## src/rtl/fetch_unit_pkg.sv

```systemverilog
// Shared fetch/decode types: opcode and control encodings, fetch queue entry,
// and the constants decode-side logic and benches use to recognise opcodes and idle slots.
package fetch_unit_pkg;

  localparam int XLEN = 64;

  localparam logic [31:0] OPCODE_MASK = 32'h0000_007F;
  localparam logic [31:0] INSTR_NOP   = 32'h0000_0013;

  typedef logic [6:0] opcode_t;

  typedef struct packed {
    logic       reg_write;
    logic       mem_read;
    logic       mem_write;
    logic       branch;
    logic       alu_src;
    logic       mem_to_reg;
    logic [1:0] alu_op;
  } control_out_t;

  typedef struct packed {
    logic [31:0]     instr;
    logic [XLEN-1:0] pc;
  } fetch_entry_t;

  function automatic opcode_t opcode_of(input logic [31:0] instr);
    opcode_of = opcode_t'(instr & OPCODE_MASK);
  endfunction

endpackage

```

## src/rtl/fetch_fifo.sv

```systemverilog
// Synchronous FIFO with flush; holds the instruction queue and the in-flight PC tags.
// Storage resets to zero so the head output is defined straight out of reset.
module fetch_fifo #(
  parameter int DW    = 32,
  parameter int DEPTH = 2
) (
  input  logic                     clk,
  input  logic                     rst_n,
  input  logic                     flush,
  input  logic                     push,
  input  logic [DW-1:0]            push_data,
  input  logic                     pop,
  output logic [DW-1:0]            pop_data,
  output logic [$clog2(DEPTH):0]   count
);
  localparam int AW = $clog2(DEPTH);
  localparam logic [AW:0] CNT_FULL = (AW+1)'(DEPTH);

  logic [DW-1:0] mem_r [DEPTH];
  logic [AW-1:0] wr_ptr_r;
  logic [AW-1:0] rd_ptr_r;
  logic [AW:0]   count_r;
  logic          do_push_s;
  logic          do_pop_s;

  // accept a push when full only if a pop frees the slot in the same cycle
  always_comb begin
    do_pop_s  = pop && (count_r != {(AW+1){1'b0}});
    do_push_s = push && ((count_r != CNT_FULL) || do_pop_s);
  end

  // pointer, occupancy and storage update; flush discards contents
  always_ff @(posedge clk) begin
    if (!rst_n) begin
      wr_ptr_r <= {AW{1'b0}};
      rd_ptr_r <= {AW{1'b0}};
      count_r  <= {(AW+1){1'b0}};
      for (int i = 0; i < DEPTH; i++) begin
        mem_r[i] <= {DW{1'b0}};
      end
    end else if (flush) begin
      wr_ptr_r <= {AW{1'b0}};
      rd_ptr_r <= {AW{1'b0}};
      count_r  <= {(AW+1){1'b0}};
    end else begin
      if (do_push_s) begin
        mem_r[wr_ptr_r] <= push_data;
        wr_ptr_r        <= wr_ptr_r + {{(AW-1){1'b0}}, 1'b1};
      end
      if (do_pop_s) begin
        rd_ptr_r <= rd_ptr_r + {{(AW-1){1'b0}}, 1'b1};
      end
      count_r <= count_r + {{AW{1'b0}}, do_push_s} - {{AW{1'b0}}, do_pop_s};
    end
  end

  assign pop_data = mem_r[rd_ptr_r];
  assign count    = count_r;

endmodule

```

## src/rtl/fetch_unit.sv

```systemverilog
// Instruction fetch: owns the PC, issues credit-limited in-order memory requests,
// queues returned words for decode and squashes stale responses after a redirect.
module fetch_unit
  import fetch_unit_pkg::*;
#(
  parameter int                WIDTH    = 64,
  parameter logic [WIDTH-1:0]  RESET_PC = {WIDTH{1'b0}},
  parameter int                QDEPTH   = 2
) (
  input  logic              clk,
  input  logic              rst_n,
  output logic              imem_req_valid,
  input  logic              imem_req_ready,
  output logic [WIDTH-1:0]  imem_req_addr,
  input  logic              imem_rsp_valid,
  input  logic [31:0]       imem_rsp_data,
  input  logic              redirect_valid,
  input  logic [WIDTH-1:0]  redirect_pc,
  output logic              if_valid,
  input  logic              if_ready,
  output logic [31:0]       if_instr,
  output logic [WIDTH-1:0]  if_pc,
  output opcode_t           if_opcode
);
  localparam int               CW         = $clog2(QDEPTH) + 1;
  localparam int               EW         = 32 + WIDTH;
  localparam logic [CW:0]      CREDITS    = (CW+1)'(QDEPTH);
  localparam logic [WIDTH-1:0] ALIGN_MASK = {{(WIDTH-2){1'b1}}, 2'b00};
  localparam logic [WIDTH-1:0] PC_STEP    = {{(WIDTH-3){1'b0}}, 3'b100};

  logic [WIDTH-1:0] pc_r;
  logic [CW-1:0]    drop_cnt_r;
  logic [CW-1:0]    drop_cnt_nxt_s;
  logic [CW-1:0]    in_flight_s;
  logic [CW-1:0]    q_count_s;
  logic [WIDTH-1:0] tag_pc_s;
  logic [EW-1:0]    q_head_s;
  logic             credit_ok_s;
  logic             req_fire_s;
  logic             q_push_s;
  logic             q_pop_s;

  // the tag FIFO occupancy is the in-flight count: push on request, pop on response
  fetch_fifo #(.DW(WIDTH), .DEPTH(QDEPTH)) u_tag_fifo (
    .clk       (clk),
    .rst_n     (rst_n),
    .flush     (1'b0),
    .push      (req_fire_s),
    .push_data (pc_r),
    .pop       (imem_rsp_valid),
    .pop_data  (tag_pc_s),
    .count     (in_flight_s)
  );

  fetch_fifo #(.DW(EW), .DEPTH(QDEPTH)) u_instr_q (
    .clk       (clk),
    .rst_n     (rst_n),
    .flush     (redirect_valid),
    .push      (q_push_s),
    .push_data ({imem_rsp_data, tag_pc_s}),
    .pop       (q_pop_s),
    .pop_data  (q_head_s),
    .count     (q_count_s)
  );

  // request/response/dequeue handshakes; a redirect cycle blocks all three
  always_comb begin
    credit_ok_s    = ({1'b0, in_flight_s} + {1'b0, q_count_s}) < CREDITS;
    imem_req_valid = rst_n && credit_ok_s && !redirect_valid;
    imem_req_addr  = pc_r;
    req_fire_s     = imem_req_valid && imem_req_ready;
    if_valid       = rst_n && (q_count_s != {CW{1'b0}}) && !redirect_valid;
    q_pop_s        = if_valid && if_ready;
    q_push_s       = imem_rsp_valid && (drop_cnt_r == {CW{1'b0}}) && !redirect_valid;
    if_instr       = q_head_s[EW-1:WIDTH];
    if_pc          = q_head_s[WIDTH-1:0];
    if_opcode      = opcode_of(q_head_s[EW-1:WIDTH]);
  end

  // on redirect every request still outstanding after this cycle's response is stale
  always_comb begin
    drop_cnt_nxt_s = drop_cnt_r;
    if (redirect_valid) begin
      drop_cnt_nxt_s = in_flight_s - {{(CW-1){1'b0}}, imem_rsp_valid};
    end else if (imem_rsp_valid && (drop_cnt_r != {CW{1'b0}})) begin
      drop_cnt_nxt_s = drop_cnt_r - {{(CW-1){1'b0}}, 1'b1};
    end else begin
      drop_cnt_nxt_s = drop_cnt_r;
    end
  end

  // PC and drop counter state
  always_ff @(posedge clk) begin
    if (!rst_n) begin
      pc_r       <= RESET_PC;
      drop_cnt_r <= {CW{1'b0}};
    end else begin
      drop_cnt_r <= drop_cnt_nxt_s;
      if (redirect_valid) begin
        pc_r <= redirect_pc & ALIGN_MASK;
      end else if (req_fire_s) begin
        pc_r <= pc_r + PC_STEP;
      end
    end
  end

endmodule
```

## config.mk

```make
export PLATFORM = sky130hd
export DESIGN_NAME = fetch_unit
export DESIGN_NICKNAME = d
export VERILOG_FILES = /design/src/rtl/fetch_unit_pkg.sv /design/src/rtl/fetch_fifo.sv /design/src/rtl/fetch_unit.sv
export SDC_FILE = /design/constraint.sdc
export NUM_CORES = 1
export LEC_CHECK = 0
export BUFFER_PORTS_ARGS = -buffer_cell sky130_fd_sc_hd__buf_2
export CAP_MARGIN = 20
export CORE_MARGIN = 5
export CORE_UTILIZATION = 60
export DETAILED_ROUTE_END_ITERATION = 16
export GPL_TIMING_DRIVEN = 1
export HOLD_SLACK_MARGIN = 0.08
export PLACE_DENSITY_LB_ADDON = 0.3
export SETUP_SLACK_MARGIN = 0.02
export SLEW_MARGIN = 20
export SYNTH_ARGS = -nofsm -noshare
export SYNTH_HDL_FRONTEND = slang
export SYNTH_HIERARCHICAL = 1
export SYNTH_SLANG_ARGS = --single-unit
```

## constraint.sdc

```tcl
create_clock -name clk -period 10.95 [get_ports clk]
set_input_delay 1.095 -clock clk [delete_from_list [all_inputs] [get_ports clk]]
set_output_delay 1.095 -clock clk [all_outputs]
set_load 0.05 [all_outputs]
```

; Word-level counts from Yosys, hierarchy flattened
; Memories as Yosys holds them, arrays and structs flattened. A register that Yosys moved wholly into a read port is not among the register bits.
; Index checks and enable logic that the tools add are counted.
; W data, S select, Z words.
[totals]
regBits = 74
in_bits = 102
elab_cells = 74
output_inout_bits = 169
mem_bits_rw = 320
n_memories = 2
[memory_table]
columns = name, words, word_bits, read_ports, rd_clocked_by_memory_dff, wr, line_no
row1 = u_instr_q.mem_r, 2, 96, 1, 1, 2, fetch_fifo.sv:19  ; logic [DW-1:0] mem_r [DEPTH];
row2 = u_tag_fifo.mem_r, 2, 64, 1, 1, 2, fetch_fifo.sv:19
[classes]
eq_ne = 2
reduce_logical = 25
n_lt_le_gt_ge = 1
n_addsub = 12
n_bitwise = 1
mux = 22
[ops]
columns = op, count
row1 = $mux W64, 3
row2 = $mux W96, 1
row3 = $reduce_or A96 Y1, 1
row4 = $add A64 B3 Y64 const B, 1
row5 = $reduce_or A64 Y1, 1
row6 = $mux W1, 16
row7 = $logic_and A1 B1 Y1, 13
row8 = $reduce_bool A2 Y1, 5
row9 = $sub A2 B1 Y2, 3
row10 = $add A1 B1 Y1 const B, 4
row11 = $add A2 B1 Y2, 2
row12 = $mux W2, 2
row13 = $ne A2 B2 Y1 const B, 2
row14 = $add A2 B2 Y3, 1
row15 = $lt A3 B2 Y1 const B, 1
row16 = $logic_not A2 Y1, 1
row17 = $logic_or A1 B1 Y1, 2
row18 = $reduce_or A2 Y1, 1
row19 = $sub A2 B1 Y2 const B, 1
row20 = $logic_not A1 Y1, 1
row21 = $not A1 Y1, 1

; Logic depth before layout (Yosys ltp)
; Gate-level depths: netlist of run 1.
[logic_depth]
ltp_word = 13
depth_mapped = 16

; Modules after synthesis
; Netlist of run 1, hierarchy kept.
[modules_own_cells]
columns = module, seq_area_each_um2, instances, cells_per_inst, area_per_inst_um2
row1 = fetch_fifo (u_instr_q), 5865.6, 1, 540, 8546.9
row2 = fetch_fifo (u_tag_fifo), 3943.8, 1, 368, 5835.6
row3 = fetch_unit, 1281.2, 1, 589, 4346.7

; Worst setup path after synthesis of run 1
; OpenSTA, ideal clock, no wires.
[synth_timing]
kind = input to register
start = input redirect_valid
end = memory u_instr_q/mem_r[0][0] (netlist bit), enable pin
path_stages = 9
setup_time_ps = 471
path_slack_ps = 4814
arrival_ps = 5666
path_buffers = 4
path_cell_list = buf_6 clkbuf_1 nor3_1 and2_1 or3b_1 and4b_1 buf_6 buf_6 nand2b_1
[synth_rtl]
columns = element, line_no
row1 = start: declaration, fetch_unit.sv:17  ; input logic redirect_valid,
row2 = end: declaration, fetch_fifo.sv:19

==> impl_results.md, run 1 <==
* Port Buffers at 266
* Peak VDD IR at 96.8 uV
* Initial antenna violation count at 2
* Clk buf depth at 3
* CTS tree: yes
* Final #Nets at 1,836
* Data required, critical path at 11.09 ns
* Area of the multi-input gates at 0.00705 mm^2
* Clk sinks at 394
* All-Layer GR Usage at 0.251
* Normalized max-slew margin at 0.214
* Ys Warns at 6
* Largest net degree at the start of global routing at 99
* Main synth FF type: edfxtp_1
* Initial Utilization at 0.611
* Vias in the first global route at 13,000
* Root Driver: clkbuf_16
* Wirelength per Cell at 21.2 um
* Sequential area share after synthesis at 0.592
* Leak Pwr at 8.47 nW
* # IOs at 271
* Horiz. Die Dim at 187 um
* Post-DRT Antenna Nets at 0
* RSZ-0062 raised after global routing: no
* Storage element area at 0.0111 mm^2
* Detailed placement HPWL at 28,800 um
* Vias per cell at 5.94
* Startpoint Class: primary input
* Final hold vios at 0
* DRC at 0
* Critical Path AT at 4.47 ns
* Flops & latches, synth at 394
* Distinct cells, synth at 68
* Post-synth ARST share at 0
* Skew final at 0.0177 ns
* Mapped cell area at 0.0187 mm^2
* Die ar. at 0.0348 mm^2
* TritonCTS buffer count at 41
* RePlAce Congestion at 0.878
* Fin util at 0.701
* Area growth syn-to-layout at 14.8%
* Crit path capture type: flip-flop
* Status: finished clean
* Final setup violation count at 0
* Core box area at 0.0307 mm^2
* Worst-path clk slew at 0.06 ns
* Post-CTS Resized at 0
* DRT Pass-1 Iters at 5
* Final min period at 4.33 ns
* Setup TNS at 0 ns
* Die Ht at 187 um
* Crit share post-route at 0.395
* Clock Latency Late Sink at 0.53 ns
* Final WL at 45,700 um
* Worst Tran Pin Value at 1.17 ns
* Setup CP Type: in2reg
* Max-Cap Viols at 0
* Peak Freq at 231 MHz
* Pwr Density at 159 mW/mm^2
* Cell count after synthesis at 1,497
* Post-CTS setup buffer count at 0
* First-pass GRT wire length at 70,900 um
* Fin. max-slew vios at 0
* EDFF count, synth at 320
* Share of cells above drive strength 1 at 0.320
* FP Rows at 64
* Initial DRC count at 1,152
* Path type of the worst min-delay path: reg2reg
* Mapped Avg Cell Area at 12.5 um^2
* Largest fanout on the critical path at 83
* # fillers at 2,153
* # hold bufs at CTS at 0
* Vias at 12,800
* GRT overflow at 0
* CTS H-Tree Depth at 2
sequential cells by signal, summed over array words and instances, names as in the netlist, named ones only:
name                 count
u_tag_fifo/mem_r       128
imem_req_addr           62
u_tag_fifo/count         2
u_instr_q/mem_r        192
u_instr_q/wr_ptr_r       1
u_tag_fifo/rd_ptr_r      1
u_tag_fifo/wr_ptr_r      1
drop_cnt_r               2
u_instr_q/count          2
u_instr_q/rd_ptr_r       1
per-stage QoR:
step,instances,power (mW),cell area (um^2),hold slack [ns],setup WS [ns]
after floorplan,1505,1.98,18800,0.481,4.81
after global placement,2078,2.07,20100,0.492,5.62
after detailed placement,2078,2.08,20100,0.514,5.56
after CTS,2152,3.44,21500,0.531,6.09
after global routing,2154,3.53,21500,0.572,6.39
final,2154,3.42,21500,0.527,6.62
cell usage after synthesis (all sizes together), types with 3 or more instances:
master | count | area [um^2]
nor4b | 3 | 26.3
a21o | 4 | 30.0
and2 | 336 | 2200
nand3 | 33 | 165
nand2 | 86 | 325
nor2 | 33 | 124
ha | 7 | 87.6
a2bb2oi | 6 | 52.6
or4b | 3 | 33.8
a21oi | 35 | 175
nor4 | 20 | 131
inv | 16 | 60.1
xor2 | 3 | 26.3
a221oi | 3 | 26.3
or2 | 3 | 18.8
a31oi | 18 | 113
o21a | 4 | 30.0
o311ai | 9 | 78.8
and3 | 21 | 131
o211ai | 25 | 188
buf | 45 | 377
dfxtp | 74 | 1480
a32oi | 7 | 61.3
clkbuf | 57 | 214
nand2b | 7 | 43.8
nand4 | 22 | 138
or3 | 8 | 50.1
mux2 | 165 | 1860
o21ai | 29 | 145
and4 | 12 | 105
nor3 | 20 | 100
a22oi | 3 | 22.5
a211oi | 3 | 22.5
xnor2 | 9 | 78.8
edfxtp | 320 | 9610
or4 | 16 | 124
worst max-delay path, stage by stage:
cell,delay (ns)
buf_2,0.11
buf_4,0.35
inv_1,0.13
buf_4,0.41
and3_1,0.28
and4b_4,0.65
nand2b_4,0.56
buf_4,0.80
layout by cell type, fill, tap and decap left out, types with 7 or more instances in the layout:
cell       Yosys  final
and4_1        12     12
a32oi_1        7      7
nand2_1       85     85
or3_1          8      8
inv_1         16     16
nor3_1        20     20
and2_1       298    298
or4_1         15     15
nand3_1       33     33
ha_1           7      7
buf_4          9     12
clkbuf_16      0     43
edfxtp_1     320    320
and2_4        38     38
o211ai_1      25     25
dfxtp_1       74     72
a21oi_1       35     35
nand4_1       22     22
clkinv_2       1     10
nor2_1        33     33
o21ai_0       29     29
clkbuf_1      57      9
conb_1         1      9
xnor2_1        9      9
buf_2         13    266
and3_1        21     19
a31oi_1       18     18
mux2_2       165    165
nor4_1        19     18
o311ai_0       9      9
layer usage:
layer	track usage	wire length (um)	vias to the layer above
met3	0.0480	3590	83
met4	0.0874	1440	2
met5	0	11	-
met2	0.417	22100	574
met1	0.333	18500	6217
li1	-	-	5928
kinds of logic (layout without fill, tap and decap cells):
| family | after synthesis | in the layout | synth area share |
|---|---|---|---|
| XOR/XNOR | 12 | 12 | 0.00561 |
| adder cells (fa/ha/maj) | 8 | 8 | 0.00575 |
| flip-flops | 394 | 394 | 0.592 |
| buffers and inverters | 120 | 372 | 0.0352 |
| AO/OA/AOI/OAI | 161 | 161 | 0.0575 |
| other | 1 | 10 | 0.000200 |
| AND/OR/NAND/NOR | 634 | 634 | 0.203 |
| multiplexers | 167 | 167 | 0.100 |
cell type report:
class | instances | share of cell area
diodes | 1 | 0.000116
clock buffers | 55 | 0.0536
flip-flops and latches | 394 | 0.516
repair buffers | 280 | 0.0676
inverters | 18 | 0.00320
multi-input cells | 991 | 0.328
well taps | 396 | 0.0231
clock inverters | 19 | 0.00809
report_power, final:
group          internal (mW)  switching [mW]  total (mW)
combinational         0.0859           0.232       0.318
sequential              1.68          0.0523        1.73
clock                  0.810           0.560        1.37
total                   2.58           0.845        3.42
final timing paths:
path,startpoint,endpoint,slack [ns],cells past startpoint
hold / removal,u_tag_fifo/rd_ptr_r,u_tag_fifo/rd_ptr_r,0.53,2
setup reg to reg,u_instr_q/count[0],u_tag_fifo/mem_r[0][22],6.91,8
hold reg to reg,u_tag_fifo/rd_ptr_r,u_tag_fifo/rd_ptr_r,0.53,2
setup / recovery,redirect_valid,u_instr_q/mem_r[0][4],6.62,8
No activity file was read; power rests on OpenSTA's default activity.
==> run 2, diff against run 1 <==
- CORE_UTILIZATION: 60 -> 52
- clock period: 10.95 -> 3.8 ns (I/O delays scaled with it)
==> run 2 against run 1 <==
Die area rose by 15%. Non-clock buffer count rose by 8. Core utilization fell by 8.9 points. Sequential cell count did not move. Clock-buffer cell count fell by 5. Clock skew rose by 0.0086 ns. Register-to-register slack got worse by 6.4 ns. Cell count rose by 3.3%. Clock power rose to 3.1 times the previous value. Design area rose by 1.2%. Critical path type is now reg2reg. Largest power group unchanged.
==> impl_results.md, run 2 (synthesis results as in run 1) <==
* RSZ-0062 raised after global routing: no
* RePlAce Congestion at 0.858 (-2.2%)
* Worst R2R End: imem_req_addr[23]
* Post-CTS setup buffer count at 0 (unchanged)
* Critical Path AT at 3.73 ns (-0.74 ns)
* Largest net degree at the start of global routing at 98 (-1.0%)
* Commonest non-fill, non-tap cells in the layout: edfxtp_1 (320), and2_1 (298), buf_2 (266)
* Die ar. at 0.0399 mm^2 (+15%)
* Final #Nets at 1,844 (+0.44%)
* # fillers at 2,816 (+31%)
* DRC at 0 (unchanged)
* Initial antenna violation count at 0 (-2)
* Internal at 7.67 mW (+200%)
* Port Buffers at 266 (unchanged)
* Clock Latency Late Sink at 0.53 ns (about the same)
* Area of placed instances at 0.0203 mm^2 (+0.94%)
* GRT overflow at 0 (unchanged)
* Root Driver: clkbuf_16
* Max-Cap Viols at 0 (unchanged)
* Status: finished clean
* Final hold vios at 0 (unchanged)
* TritonCTS buffer count at 41 (unchanged)
* CTS tree: yes
* Vias at 12,800 (-0.078%)
* Area growth syn-to-layout at 16.2%
* Max reg flops at 192 (unchanged)
* Startpoint Class: flip-flop
* Sw frac at 0.241 (-0.00582)
* Crit share post-route at 0.868
* Normalized max-slew margin at 0.249 (+0.0349)
* Seq pwr share at 0.494 (-0.012)
* Fin util at 0.612 (-0.0891)
* # diodes at 0 (-1)
* CTS H-Tree Depth at 2 (unchanged)
* CP Launch Point: u_instr_q/count[0]
* Final setup violation count at 0 (unchanged)
* Setup CP Type: reg2reg
* Final min period at 3.30 ns
* All-Layer GR Usage at 0.226 (-0.0245)
* Storage element area at 0.0111 mm^2 (about the same)
* Crit path to: imem_req_addr[23]
* Die Ht at 200 um (+7.0%)
* Detailed placement HPWL at 29,900 um (+3.8%)
* Wirelength per Cell at 21.0 um (-0.80%)
* Peak VDD IR at 346 uV (+260%)
* Peak Freq at 303 MHz
* Crit path capture type: flip-flop
* Worst-path clk slew at 0.06 ns (about the same)
* Internal reg-to-reg setup slack at 0.50 ns (-6.41 ns)
* Share of cells above drive strength 1 at 0.323 (+0.00270)
* Data required, critical path at 4.23 ns (-6.86 ns)
* Logic pwr share at 0.092 (about the same)
* P_sw at 2.44 mW (+190%)
* Setup TNS at 0 ns (unchanged)
* Core box area at 0.0356 mm^2 (+16%)
* Initial Utilization at 0.527 (-0.0841)
* Critical R2R Launch: u_instr_q/count[0]
* Vias per cell at 5.75 (-3.3%)
* Skew final at 0.0264 ns (+0.00863 ns)
* Top reg by flops: u_instr_q/mem_r
* Clk sinks at 394 (unchanged)
* Most common cell after layout, fill and taps aside: edfxtp_1
* DRT Pass-1 Iters at 5 (unchanged)
* Clk buf depth at 3 (unchanged)
* Pwr Density at 464 mW/mm^2 (+190%)
* Reg2Reg Depth at 10 (+2)
* Leak Pwr at 8.55 nW (+0.91%)
* Worst Tran Pin Value at 1.12 ns (-0.0519 ns)
* Area of the multi-input gates at 0.00705 mm^2 (about the same)
* Initial DRC count at 963 (-16%)
* Path type of the worst min-delay path: in2reg
* Fin. max-slew vios at 0 (unchanged)
* Horiz. Die Dim at 200 um (+7.0%)
* Design Area, Final at 0.0218 mm^2 (+1.2%)
* Vias in the first global route at 12,500 (-3.6%)
* # IOs at 271 (unchanged)
* Final WL at 46,800 um (+2.5%)
* Largest fanout on the critical path at 39 (-53%)
* FP Rows at 69 (+7.8%)
* Clk pwr share at 0.414 (+0.013)
* Post-DRT Antenna Nets at 0 (unchanged)
* First-pass GRT wire length at 71,000 um (+0.15%)
==> run 2: final cells by class <==
type / count / area share
sequential: 394 / 0.510
multi-input combinational: 991 / 0.324
timing repair buffer: 288 / 0.0712
clock buffer: 50 / 0.0516
tap: 461 / 0.0265
clock inverter: 23 / 0.0136
inverter: 18 / 0.00316
==> run 2: layer usage <==
metal	wire, um	GRT usage
met3	3460	0.0351
met4	1480	0.0770
met1	19800	0.315
met5	0	0
met2	22100	0.367
==> run 2: power groups by stage <==
| stage | Combinational, mW | Clock (mW) | Sequential, mW |
|---|---|---|---|
| after floorplan | 0.518 | 0 | 5.16 |
| after global placement | 0.922 | 0 | 5.06 |
| after detailed placement | 0.933 | 0 | 5.08 |
| after CTS | 0.936 | 4.25 | 4.99 |
| after global routing | 0.985 | 4.44 | 5.01 |
| final | 0.930 | 4.18 | 4.99 |
==> run 2: critical path, cell delays in order, from the launching register on <==
cell	delay, ns
dfxtp_1	0.40
and2_1	0.17
fa_1	0.42
or4b_4	0.65
clkinv_2	0.13
nand2_2	0.06
buf_4	0.20
buf_4	0.27
or3_1	0.48
o211a_1	0.23
o21a_1	0.17
==> run 2: stage by stage <==
stage,cells,total power [mW],hold slack (ns),setup WS (ns)
final,2225,10.1,0.108,0.501
after global routing,2225,10.4,0.103,0.420
after CTS,2225,10.2,0.0934,0.514
after detailed placement,2151,6.01,0.492,0.542
after global placement,2151,5.98,0.496,0.569
after floorplan,1505,5.68,0.481,0.0518
==> run 2: worst min path at each step <==
| stage | from | to | slack (ns) | depth (start not counted) |
|---|---|---|---|---|
| 6_report | redirect_pc[28] | imem_req_addr[28] | 0.11 | 3 |
| 5_1_grt | redirect_pc[28] | imem_req_addr[28] | 0.10 | 3 |
| 4_1_cts | redirect_pc[28] | imem_req_addr[28] | 0.09 | 3 |
| 3_5_place_dp | u_instr_q/rd_ptr_r | flip-flop | 0.49 | 2 |
| 3_3_place_gp | u_tag_fifo/rd_ptr_r | u_tag_fifo/rd_ptr_r | 0.50 | 2 |
| 2_1_floorplan | u_instr_q/rd_ptr_r | flip-flop | 0.48 | 2 |
==> run 2: timing repair <==
item	4_1_cts	5_1_grt
setup endpoints to repair	0	0
resized for setup	0	0
endpoints found under the hold margin	1	0
hold buffers	1	0
==> run 3, diff against run 2 <==
--- a/constraint.sdc
+++ b/constraint.sdc
@@ -3,2 +3,2 @@
 set_output_delay 0.38 -clock clk [all_outputs]
-set_load 0.05 [all_outputs]
+set_load 0.02 [all_outputs]
==> run 3 against run 2 <==
Global-route usage rose by 0.55 points. Clock-buffer cell count up 16. Sequential share of layout area is 0.21 points higher. Sequential cell count unchanged. Register-to-register slack improved by 0.02 ns. Routed wire length is 1.2% higher. Die area unchanged. Cell count rose by 0.36%. Clock skew fell by 0.0092 ns. Setup slack gained 0.022 ns. First-iteration DRC count increased by 9.1%. Combinational power fell by 24%. Largest cell class unchanged. Largest power group unchanged.
==> impl_results.md, run 3 (synthesis results as in run 1) <==
* Status: finished clean
* DRC at 0 (unchanged)
* CTS H-Tree Depth at 2 (unchanged)
* Top reg by flops: u_instr_q/mem_r
* Post-CTS setup buffer count at 0 (unchanged)
* Crit share post-route at 0.862 (-0.00571)
* Hold slack at 0.103 ns (-0.00487 ns)
* Critical Path AT at 3.66 ns (-0.07 ns)
* Core box area at 0.0356 mm^2 (unchanged)
* Startpoint Class: flip-flop
* Initial DRC count at 1,051 (+9.1%)
* Clk sinks at 394 (unchanged)
* Initial antenna violation count at 0 (unchanged)
* Peak VDD IR at 332 uV (-4.0%)
* Slowest cell on crit path: or4b_4
* # IOs at 271 (unchanged)
* Pwr Density at 443 mW/mm^2 (-4.5%)
* Most frequent CP cell: and2_1
* TritonCTS buffer count at 42 (+2.4%)
* Vias in the first global route at 12,700 (+1.8%)
* Final setup violation count at 0 (unchanged)
* Commonest non-fill, non-tap cells in the layout: edfxtp_1 (320), and2_1 (298), buf_2 (266)
* Data required, critical path at 4.18 ns (-0.05 ns)
* Vias at 12,800 (-0.18%)
* Max-Cap Viols at 0 (unchanged)
* Vias per cell at 5.72 (-0.54%)
* Setup CP Type: reg2reg
* RSZ-0062 raised after global routing: no
* Area growth syn-to-layout at 15.7%
* GRT overflow at 0 (unchanged)
* Post-CTS Resized at 0 (unchanged)
* Wirelength per Cell at 21.2 um (+0.88%)
* Die Ht at 200 um (unchanged)
* Initial Utilization at 0.527 (unchanged)
* Fin. max-slew vios at 0 (unchanged)
* Max reg flops at 192 (unchanged)
* Detailed placement HPWL at 30,000 um (+0.19%)
* Port Buffers at 266 (unchanged)
* Share of cells above drive strength 1 at 0.319 (-0.00372)
* RePlAce Congestion at 0.903 (+5.2%)
* Clock Latency Late Sink at 0.53 ns (about the same)
* Worst Tran Pin Value at 1.07 ns (-0.0474 ns)
* # hold bufs at CTS at 0 (-1)
* Final WL at 47,400 um (+1.2%)
* Critical Path Max Stage Delay at 0.67 ns (+0.02 ns)
* Final hold vios at 0 (unchanged)
* Path type of the worst min-delay path: in2reg
* First-pass GRT wire length at 72,800 um (+2.5%)
* Largest fanout on the critical path at 65 (+67%)
* All-Layer GR Usage at 0.232 (+0.00546)
* Post-DRT Antenna Nets at 0 (unchanged)
* Peak Freq at 305 MHz (+0.66%)
* Clk buf depth at 3 (unchanged)
* Largest net degree at the start of global routing at 98 (unchanged)
* Normalized max-slew margin at 0.281 (+0.0319)
* Most common cell after layout, fill and taps aside: edfxtp_1
* Final #Nets at 1,848 (+0.22%)
* Root Driver: clkbuf_16
* DRT Pass-1 Iters at 5 (unchanged)
* Final min period at 3.28 ns (-0.0217 ns)
* Die ar. at 0.0399 mm^2 (unchanged)
* Setup TNS at 0 ns (unchanged)
* CTS tree: yes
* # diodes at 0 (unchanged)
* Skew final at 0.0171 ns (-0.00925 ns)
* CP Cell Sequence: and2_1, fa_1, or4b_4, clkinv_2, nand2_2, clkinv_1, and4b_4, buf_4, and2_1
* Crit path capture type: flip-flop
* FP Rows at 69 (unchanged)
* # fillers at 2,863 (+1.7%)
* Worst-path clk slew at 0.06 ns (about the same)
* Horiz. Die Dim at 200 um (unchanged)
* Internal reg-to-reg setup slack at 0.52 ns (+0.02 ns)
* Leak Pwr at 8.52 nW (-0.34%)
[run 3: changes by cell type in the layout (fill, tap and decap cells not counted), sizes merged]
cell,delta
clkbuf,+16
bufinv,-6
buf,+4
clkinvlp,-3
clkinv,-1
dlygate4sd3,-1
inv,-1
[run 3: layout make-up]
| class | count | area (um^2) | share of cell area |
|---|---|---|---|
| flip-flops and latches | 394 | 11100 | 0.512 |
| well taps | 461 | 577 | 0.0266 |
| inverters | 18 | 68.8 | 0.00318 |
| clock buffers | 66 | 1240 | 0.0575 |
| multi-input cells | 991 | 7050 | 0.325 |
| clock inverters | 12 | 75.1 | 0.00347 |
| repair buffers | 291 | 1560 | 0.0718 |
[run 3: metal layers]
metal / part of all wire / track usage / vias to the layer above
li1: - / - / 5950
met2: 0.47 / 0.377 / 548
met1: 0.43 / 0.330 / 6193
met5: 0 / 0 / -
met4: 0.027 / 0.0657 / 0
met3: 0.069 / 0.0317 / 80
[run 3: through the flow]
stage	power [mW]	instance area (um^2)	util	setup slack (ns)	std cells
global placement	5.77	20300	0.572	0.582	2155
floorplan	5.46	18800	-	0.126	1505
detailed placement	5.79	20300	0.572	0.579	2155
CTS	9.69	21700	0.609	0.540	2233
finish	9.61	21700	0.609	0.523	2233
global route	9.96	21700	0.609	0.423	2233
[run 3: critical path, delay by kind of cell, from the launching register on]
| kind | cells | cell delay [ns] |
|---|---|---|
| AND/OR/NAND/NOR | 5 | 1.44 |
| adder cells (fa/ha/maj) | 1 | 0.42 |
| buffers and inverters | 3 | 0.85 |
| flip-flops | 1 | 0.40 |
[run 3: worst paths after layout]
path              cells past startpoint                start                     end
hold / removal                        3      redirect_pc[25]       imem_req_addr[25]
hold reg to reg                       2  u_tag_fifo/rd_ptr_r               flip-flop
setup reg to reg                      9  u_tag_fifo/count[0]  u_tag_fifo/mem_r[0][5]
setup / recovery                      9  u_tag_fifo/count[0]  u_tag_fifo/mem_r[0][5]
[run 3: where the power goes]
part           internal, mW  switching (mW)  total [mW]
Clock                  2.31            1.59        3.91
Combinational         0.256           0.455       0.711
Sequential             4.84           0.152        4.99
